<file path="config.mk">
export PLATFORM = sky130hd
export DESIGN_NAME = sensor_debounce
export DESIGN_NICKNAME = d
export VERILOG_FILES = /design/src/rtl/sensor_debounce.sv
export SDC_FILE = /design/constraint.sdc
export NUM_CORES = 1
export LEC_CHECK = 0
export CORE_ASPECT_RATIO = 0.75
export CORE_MARGIN = 5
export CORE_UTILIZATION = 60
export DETAILED_ROUTE_END_ITERATION = 6
export PLACE_DENSITY = 0.81
export SLEW_MARGIN = 0
export SYNTH_ARGS = -nofsm -noshare
export SYNTH_HDL_FRONTEND = slang
export SYNTH_SLANG_ARGS = --single-unit
</file>
<file path="constraint.sdc">
create_clock -name clock -period 3.5 [get_ports clock]
set_clock_uncertainty 0.15 [all_clocks]
set_input_delay 0.525 -clock clock [delete_from_list [all_inputs] [get_ports clock]]
set_output_delay 0.525 -clock clock [all_outputs]
set_load 0.02 [all_outputs]
</file>
<file path="src/rtl/sensor_debounce.sv">
// sensor_debounce: two-channel wall-sensor debouncer with 2-flop sync, hold freeze,
// one-cycle change events and a startup ready flag.
module sensor_debounce #(
  parameter int unsigned DB_CYCLES = 4
) (
  input  logic clock,
  input  logic reset,
  input  logic head_raw,
  input  logic left_raw,
  input  logic hold,
  output logic head,
  output logic left,
  output logic head_evt,
  output logic left_evt,
  output logic ready
);
  localparam logic [7:0] C_LAST = 8'(DB_CYCLES - 1);
  localparam logic [8:0] C_RDY  = 9'(DB_CYCLES + 1);
  logic [8:0] r_start;
  logic       r_ready;
  logic       w_ready_nxt;
  logic [1:0] w_raw;
  logic [1:0] w_out;
  logic [1:0] w_evt;
  assign w_raw = {left_raw, head_raw};
  // Events are gated by the ready value that becomes visible on the same edge.
  assign w_ready_nxt = r_ready | (r_start == C_RDY);
  always_ff @(posedge clock or negedge reset)
    if (!reset) begin
      r_start <= '0;
      r_ready <= 1'b0;
    end else if (!r_ready) begin
      r_start <= r_start + 9'd1;
      r_ready <= w_ready_nxt;
    end
  for (genvar c = 0; c < 2; c++) begin : g_ch
    logic       r_s1, r_s2, r_out, r_evt;
    logic [7:0] r_cnt;
    always_ff @(posedge clock or negedge reset)
      if (!reset) begin
        r_s1  <= 1'b0;
        r_s2  <= 1'b0;
        r_out <= 1'b0;
        r_evt <= 1'b0;
        r_cnt <= '0;
      end else begin
        r_s1  <= w_raw[c];
        r_s2  <= r_s1;
        r_evt <= 1'b0;
        if (hold || r_s2 == r_out) r_cnt <= '0;
        else if (r_cnt == C_LAST) begin
          r_out <= r_s2;
          r_cnt <= '0;
          r_evt <= w_ready_nxt;
        end else r_cnt <= r_cnt + 8'd1;
      end
    assign w_out[c] = r_out;
    assign w_evt[c] = r_evt;
  end
  assign head     = w_out[0];
  assign left     = w_out[1];
  assign head_evt = w_evt[0];
  assign left_evt = w_evt[1];
  assign ready    = r_ready;
endmodule

</file>
Word level (Yosys, flattened, before mapping)
Index checks and enable logic that the tools add are counted.
{"block": "totals", "reg_bits": 34, "output_inout_bits": 5, "elab_cells": 36}
{"block": "classes", "addsub": 3, "n_eq_ne": 5, "muxes": 9, "bitwise_logic": 3, "reduce_logical": 4}
{"op": "$mux W8", "n": 4}
{"op": "$add A8 B1 Y8 const B", "n": 2}
{"op": "$eq A8 B2 Y1 const B", "n": 2}
{"op": "$add A9 B1 Y9 const B", "n": 1}
{"op": "$eq A9 B3 Y1 const B", "n": 1}
{"op": "$mux W1", "n": 5}
{"op": "$reduce_and A2 Y1", "n": 2}
{"op": "$eq A1 B1 Y1", "n": 2}
{"op": "$logic_or A1 B1 Y1", "n": 2}
{"op": "$not A1 Y1", "n": 2}
{"op": "$or A1 B1 Y1", "n": 1}

Depth between registers and ports, before layout
Gate-level depths: netlist (run 1).
{"block": "logic_depth", "word_depth": 4, "ltp_mapped": 5, "ltp_nobuf": 5}

Least setup slack after synthesis (run 1)
OpenSTA, ideal clock, no wires.
{"block": "synth_path", "path_type": "register to register", "start": "register g_ch[0].r_cnt[0]", "end": "register g_ch[0].r_out (netlist: head)", "setup_time_ns": 0.128, "t_arrival_ns": 1.522, "setup_slack_ns": 1.701, "stages_incl_launch_ff": 5, "n_path_buf": 0, "cell_sequence": "dfrtp_1 -> ha_1 -> or4b_4 -> nor3_2 -> mux2_1"}
{"block": "synth_via", "elab_chain_cells": 2}
{"item": "start: declaration", "line": "38", "rtl": "logic [7:0] r_cnt;"}
{"item": "start signal: assignment", "line": "55", "rtl": "end else r_cnt <= r_cnt + 8'd1;"}
{"item": "$eq A8 B2 Y1", "line": "51", "rtl": "else if (r_cnt == C_LAST) begin"}
{"item": "$reduce_and A2 Y1 (no source line)"}
{"item": "end signal: assignment", "line": "52", "rtl": "r_out <= r_s2;"}
{"item": "end: declaration", "line": "37", "rtl": "logic r_s1, r_s2, r_out, r_evt;"}
No other way between the ends.
A chain may end at the register's enable or synchronous reset.

Worst setup path in the final report (run 1)
{"block": "layout_path", "start": "register r_ready (netlist: ready)", "end": "output ready"}
{"item": "start: declaration", "line": "20", "rtl": "logic r_ready;"}
{"item": "start signal: assignment", "line": "34", "rtl": "r_ready <= w_ready_nxt;"}
{"item": "end: declaration", "line": "15", "rtl": "output logic ready"}
No word-level cell between the ends.

==> results.cfg, run 1 <==
[global_routing]
grt_max_degree = 35
grt_pass1_vias = 963
track_usage = 0.170
grt.overflow.total = 0
antenna_found_initial = 0
grt_first_pass_wirelength_um = 4350

[worst_hold_path]
hold_path_class = reg -> reg

[detailed_routing]
firstDrtPassIters = 4
drt-vias-per-instance = 5.57
vias = 1008
routedWlPerCell_um = 13.7
ant_nets = 0
drtIter0Drc = 95
routed_wl_um = 2490
drcViolationCount = 0

[logic_synthesis]
synth_top_family_by_area = simple AND/OR/NAND/NOR gates
synth-simple-area-share = 0.210
synth_xor_xnor_area_share = 0.0948
synth_cell_types = 29
synth_compound_gate_area_share = 0.0541
synth_nets = 138
synth_seq_area_share = 0.575
synthCells = 129
avgSynthCellArea_sq_um = 11.5
ys_ff_latch = 34
synth_mux_area_frac = 0.0220
synthAdderAreaFrac = 0.0338
syn_area_sq_um = 1480
yosys_warnings = 0

[sta]
final_hold_viol_count = 0
layout_setup_ws_ps = 1380
final.period_utilization = 0.607
setup_violations = 0
fin_setup_tns_ps = 0
fmax_mhz = 471
finalMaxSlewViolations = 0
max-slew-margin-rel = 0.699
tightest_slew_ps = 448
rsz0062_at_grt = false
fin_crit_ps = 2120

[floorplanning]
chipWidth_um = 67.3
start_util = 0.635
die_area_sq_um = 3570
row_count = 15
core_sq_um = 2330
die_y_um = 53.0
ios = 10

[placement]
hpwl_um = 1770
gp_congestion = 0.823
place_ws_ps = 1510
numPortBuffers = 9

[cells_and_area]
area_growth_pct = 13.8
drive_gt1_frac = 0.0884
diodes = 0
fin_nets = 155

[critical_path]
path_class = reg -> out
worstPathCellList = clkdlybuf4s50_1
slowest_delay_ps = 650
crit_family = buffers and inverters
required_ps = 2820
startpoint_type = flop
arrival_ps = 1450
timing.critical_path.buf_inv = 1
cpMaxStageDelayCell = clkdlybuf4s50_1
path_max_fanout = 7
worstSetupEndpointType = output port

[status]
outcome = finished, final reports clean

[pwr]
p_per_area_nw_per_um2 = 420
peakVddDrop_mv = 0.301
p_leak_uw = 0.000743

[clocking]
post_cts_resized = 0
numCtsBuffers = 5
cts.reportedPaths.clkPinSlew_ps = 100
ctsHtreeMaxLevel = 2
cts_tree = yes
insertion_delay_ps = 340
cts_setup_buffers = 0
clockRootBuffer = clkbuf_4
hold_buffers = 0
cts-root-to-sink-buffers = 2
clkSinkCount = 34

[flow_run]
cap_viol_max_count = 0
==> synth_stat cells <==
| library cell | number | area [sq um] |
|---|---|---|
| dfrtp_1 | 34 | 851 |
| nand2_1 | 8 | 30.0 |
| nor2_1 | 8 | 30.0 |
| or3_1 | 8 | 50.1 |
| xnor2_1 | 8 | 70.1 |
| xor2_1 | 8 | 70.1 |
| a21oi_1 | 6 | 30.0 |
| nand3_1 | 6 | 30.0 |
| o21ai_0 | 6 | 30.0 |
| ha_1 | 4 | 50.1 |
| inv_1 | 4 | 15.0 |
| nand4_1 | 4 | 25.0 |
| nor3_1 | 4 | 20.0 |
| mux2_1 | 2 | 22.5 |
| nand2b_1 | 2 | 12.5 |
| nor3b_1 | 2 | 15.0 |
| nor4_1 | 2 | 12.5 |
| nor4b_1 | 2 | 17.5 |
| a211oi_1 | 1 | 7.51 |
| and3_1 | 1 | 6.26 |
| and3b_1 | 1 | 8.76 |
| mux2i_1 | 1 | 10.0 |
| nand4b_1 | 1 | 8.76 |
| nor3_2 | 1 | 10.0 |
| o211ai_2 | 1 | 12.5 |
| or2_0 | 1 | 6.26 |
| or2_2 | 1 | 6.26 |
| or4_1 | 1 | 7.51 |
| or4b_4 | 1 | 13.8 |
==> cells by family (layout without fill, tap and decap cells) <==
| group | count (synthesis) | after routing |
|---|---|---|
| buf+inv | 4 | 22 |
| xor+xnor | 16 | 16 |
| mux | 3 | 3 |
| simple gates | 54 | 54 |
| compound gates | 14 | 14 |
| flops | 34 | 34 |
| fa+ha+maj | 4 | 4 |
==> sequential cells by signal (all words and copies together) (netlist names) <==
| signal | count |
|---|---|
| ready | 1 |
| left | 1 |
| g_ch.r_s1 | 2 |
| head | 1 |
| g_ch.r_cnt | 16 |
| g_ch.r_s2 | 2 |
| left_evt | 1 |
| r_start | 9 |
| head_evt | 1 |
==> through the flow <==
stage	area (sq um)	total power [uW]	utilization	hold slack, ps	std cells
after floorplan	1480	456	-	79.4	129
after global routing	1680	743	0.723	226	181
after CTS	1680	713	0.723	219	181
after global placement	1620	487	0.696	187	173
after detailed placement	1620	491	0.696	195	173
final	1680	707	0.723	213	181
==> power by group <==
part,switching [uW],total (uW),internal (uW)
Clock,129,225,96.4
Sequential,12.2,419,407
Combinational,36.2,63.1,26.9
==> metal layers <==
layer / wire length, um / GRT usage / vias to the layer above / share of wire
li1: - / - / 490 / -
met1: 1160 / 0.226 / 497 / 0.47
met2: 1160 / 0.258 / 12 / 0.47
met3: 99 / 0.0531 / 9 / 0.040
met4: 61 / 0.0673 / 0 / 0.025
met5: 0 / 0 / - / 0
==> placed cells by master, fill, tap and decap left out, types with 2 or more instances in the layout <==
cell type        synthesis  final
nor3b_1                  2      2
xnor2_1                  8      8
nand2_1                  8      8
inv_1                    4      4
mux2_1                   2      2
xor2_1                   8      8
dfrtp_1                 34     34
clkbuf_4                 0      5
nand2b_1                 2      2
o21ai_0                  6      6
a21oi_1                  6      6
clkdlybuf4s50_1          0      9
nor3_1                   4      4
or3_1                    8      8
nor2_1                   8      8
nor4b_1                  2      2
ha_1                     4      4
nand4_1                  4      4
nor4_1                   2      2
nand3_1                  6      6
==> path summary, 6_finish.rpt <==
kind	depth (start not counted)	slack, ps	to	from
max reg2reg	4	1570	head$_DFFE_PN0P_	g_ch[0].r_cnt[0]$_DFF_PN0_
max in group asynchronous	2	2480	r_start[5]$_DFFE_PN0N_	reset
max	1	1380	ready	ready$_DFF_PN0_
min	0	210	g_ch[0].r_s2$_DFF_PN0_	g_ch[0].r_s1$_DFF_PN0_
min in group asynchronous	2	420	r_start[1]$_DFFE_PN0N_	reset
min reg2reg	0	210	g_ch[0].r_s2$_DFF_PN0_	g_ch[0].r_s1$_DFF_PN0_
==> area by class of cell <==
cell class              count  area [sq um]
clock buffers               6          51.3
clock inverters             2          12.5
fillers                   175           644
inverters                   4          15.0
multi-input cells          91           613
flip-flops and latches     34           851
well taps                  34          42.5
repair buffers             10          97.6
(Power assumes the default switching activity.)
==> run 2: changes to the inputs <==
--- a/config.mk
+++ b/config.mk
@@ -7,9 +7,9 @@
 export LEC_CHECK = 0
 export CORE_ASPECT_RATIO = 0.75
 export CORE_MARGIN = 5
-export CORE_UTILIZATION = 60
+export CORE_UTILIZATION = 51
 export DETAILED_ROUTE_END_ITERATION = 6
-export PLACE_DENSITY = 0.81
+export PLACE_DENSITY = 0.73
 export SLEW_MARGIN = 0
 export SYNTH_ARGS = -nofsm -noshare
 export SYNTH_HDL_FRONTEND = slang
==> constraint.sdc (replaced) <==
create_clock -name clock -period 1.7 [get_ports clock]
set_clock_uncertainty 0.15 [all_clocks]
set_input_delay 0.255 -clock clock [delete_from_list [all_inputs] [get_ports clock]]
set_output_delay 0.255 -clock clock [all_outputs]
set_load 0.02 [all_outputs]
==> run 2 against run 1 <==
  * The run now ends with setup timing left
  * Worst hold slack got worse by 17 ps
  * Clock power rose to 2.8 times the previous value
  * Core utilization fell by 2.2 points
==> results.cfg, run 2 (synthesis results as in run 1) <==
[detailed_routing]
drcViolationCount = 0
drtIter0Drc = 79
firstDrtPassIters = 4
routedWlPerCell_um = 14.4
routed_wl_um = 2900
vias = 1124
ant_nets = 0
drt-vias-per-instance = 5.59

[floorplanning]
core_sq_um = 2700
ios = 10
row_count = 16
chipWidth_um = 72.2
die_y_um = 56.6
start_util = 0.547
die_area_sq_um = 4090

[placement]
hpwl_um = 2000
numPortBuffers = 9
place_ws_ps = -67.9
place_inst = 190
gp_congestion = 0.777

[critical_path]
timing.critical_path.buf_inv = 0
path_max_fanout = 2
crit_family = simple AND/OR/NAND/NOR gates
arrival_ps = 1840
rrSetupSlack_ps = -110
worstSetupEndpointType = flop
slowest_delay_ps = 490
cpMaxStageDelayCell = or4b_4
required_ps = 1730
path_class = reg -> reg
startpoint_type = flop
worstPathCellList = ha_2 > or4b_4 > nor3_4 > mux2_4

[cells_and_area]
layout_common_cells = 34 x dfrtp_1, 18 x buf_4
seq_area_sq_um = 851
largest_reg_flops = 16
diodes = 0
top_register = g_ch.r_cnt
final_core_util = 0.701
fin_nets = 173
drive_gt1_frac = 0.224
layout_commonest_cell = dfrtp_1
fill_cells = 198
finalNonFillerCells = 201
reg_top3 = g_ch.r_cnt (16), r_start (9)
area_growth_pct = 28.1
multiInputGateArea_sq_um = 652

[clocking]
cts-root-to-sink-buffers = 2
clockRootBuffer = clkbuf_8
ctsHtreeMaxLevel = 2
hold_buffers = 0
cts.reportedPaths.clkPinSlew_ps = 70
clkSinkCount = 34
insertion_delay_ps = 290
numCtsBuffers = 5
cts_tree = yes

[status]
violations = setup timing
outcome = finished with violations

[global_routing]
grt_first_pass_wirelength_um = 4950
grt.overflow.total = 0
track_usage = 0.161
grt_pass1_vias = 1097
grt_max_degree = 35
antenna_found_initial = 0

[sta]
rsz0062_at_grt = true
setup_violations = 6
fin_crit_ps = 1810
holdWs_ps = 196
fmax_mhz = 552
finalMaxSlewViolations = 0
max-slew-margin-rel = 0.698
tightest_slew_ps = 450
final.period_utilization = 1.06
layout_setup_ws_ps = -110
final_hold_viol_count = 0

[pwr]
combPwrFrac = 0.108
peakVddDrop_mv = 0.706
p_total_uw = 1660
p_seq_frac = 0.516
swShare = 0.249
switchingPower_uw = 415
p_per_area_nw_per_um2 = 878
p_leak_uw = 0.000868
internal_power_uw = 1250
clock_power_share = 0.375

[worst_hold_path]
hold_path_class = reg -> reg

[flow_run]
cap_viol_max_count = 0
[run 2: changes by cell type in the layout (fill, tap and decap cells not counted), moves of 2 or more]
| cell | before | now |
|---|---|---|
| buf_4 | 1 | 18 |
| clkbuf_4 | 5 | 0 |
| clkbuf_8 | 1 | 6 |
| clkdlybuf4s50_1 | 9 | 6 |
| dlygate4sd2_1 | 0 | 2 |
[run 2: layout make-up]
cell class / count / share of cell area
clock buffers: 6 / 0.0436
clock inverters: 2 / 0.00661
inverters: 4 / 0.00793
multi-input cells: 91 / 0.344
repair buffers: 28 / 0.125
well taps: 36 / 0.0238
flip-flops and latches: 34 / 0.449
[run 2: final timing paths]
path,start,end,depth (start not counted)
worst max-delay path,g_ch[0].r_cnt[0]$_DFF_PN0_,head$_DFFE_PN0P_,4
worst min-delay path,g_ch[0].r_s1$_DFF_PN0_,g_ch[0].r_s2$_DFF_PN0_,0
worst max register to register,g_ch[0].r_cnt[0]$_DFF_PN0_,head$_DFFE_PN0P_,4
worst min register to register,g_ch[0].r_s1$_DFF_PN0_,g_ch[0].r_s2$_DFF_PN0_,0
max in group asynchronous,reset,left_evt$_DFF_PN0_,2
min in group asynchronous,reset,r_start[1]$_DFFE_PN0N_,2
[run 2: power groups by stage]
stage               Clock (uW)  Combinational (uW)  Sequential, uW
global placement             0                 151             871
CTS                        635                 160             858
finish                     625                 180             859
detailed placement           0                 154             874
floorplan                    0                55.7             884
global route               687                 200             860
[run 2: timing repair]
action	4_1_cts	5_1_grt
setup endpoints to repair	8	10
pin swaps	2	0
resized for setup	3	8
buffers inserted	1	2
[run 2: stage by stage]
step	instance area [sq um]	setup TNS [ps]
after floorplan	1480	-85.5
after global placement	1740	-98.8
after detailed placement	1740	-359
after CTS	1850	-91.8
after global routing	1890	-741
final	1890	-401
[run 2: routing by layer]
layer / part of all wire / global-route usage
met1: 0.45 / 0.193
met2: 0.49 / 0.252
met3: 0.049 / 0.0713
met4: 0.013 / 0.0617
met5: 0 / 0
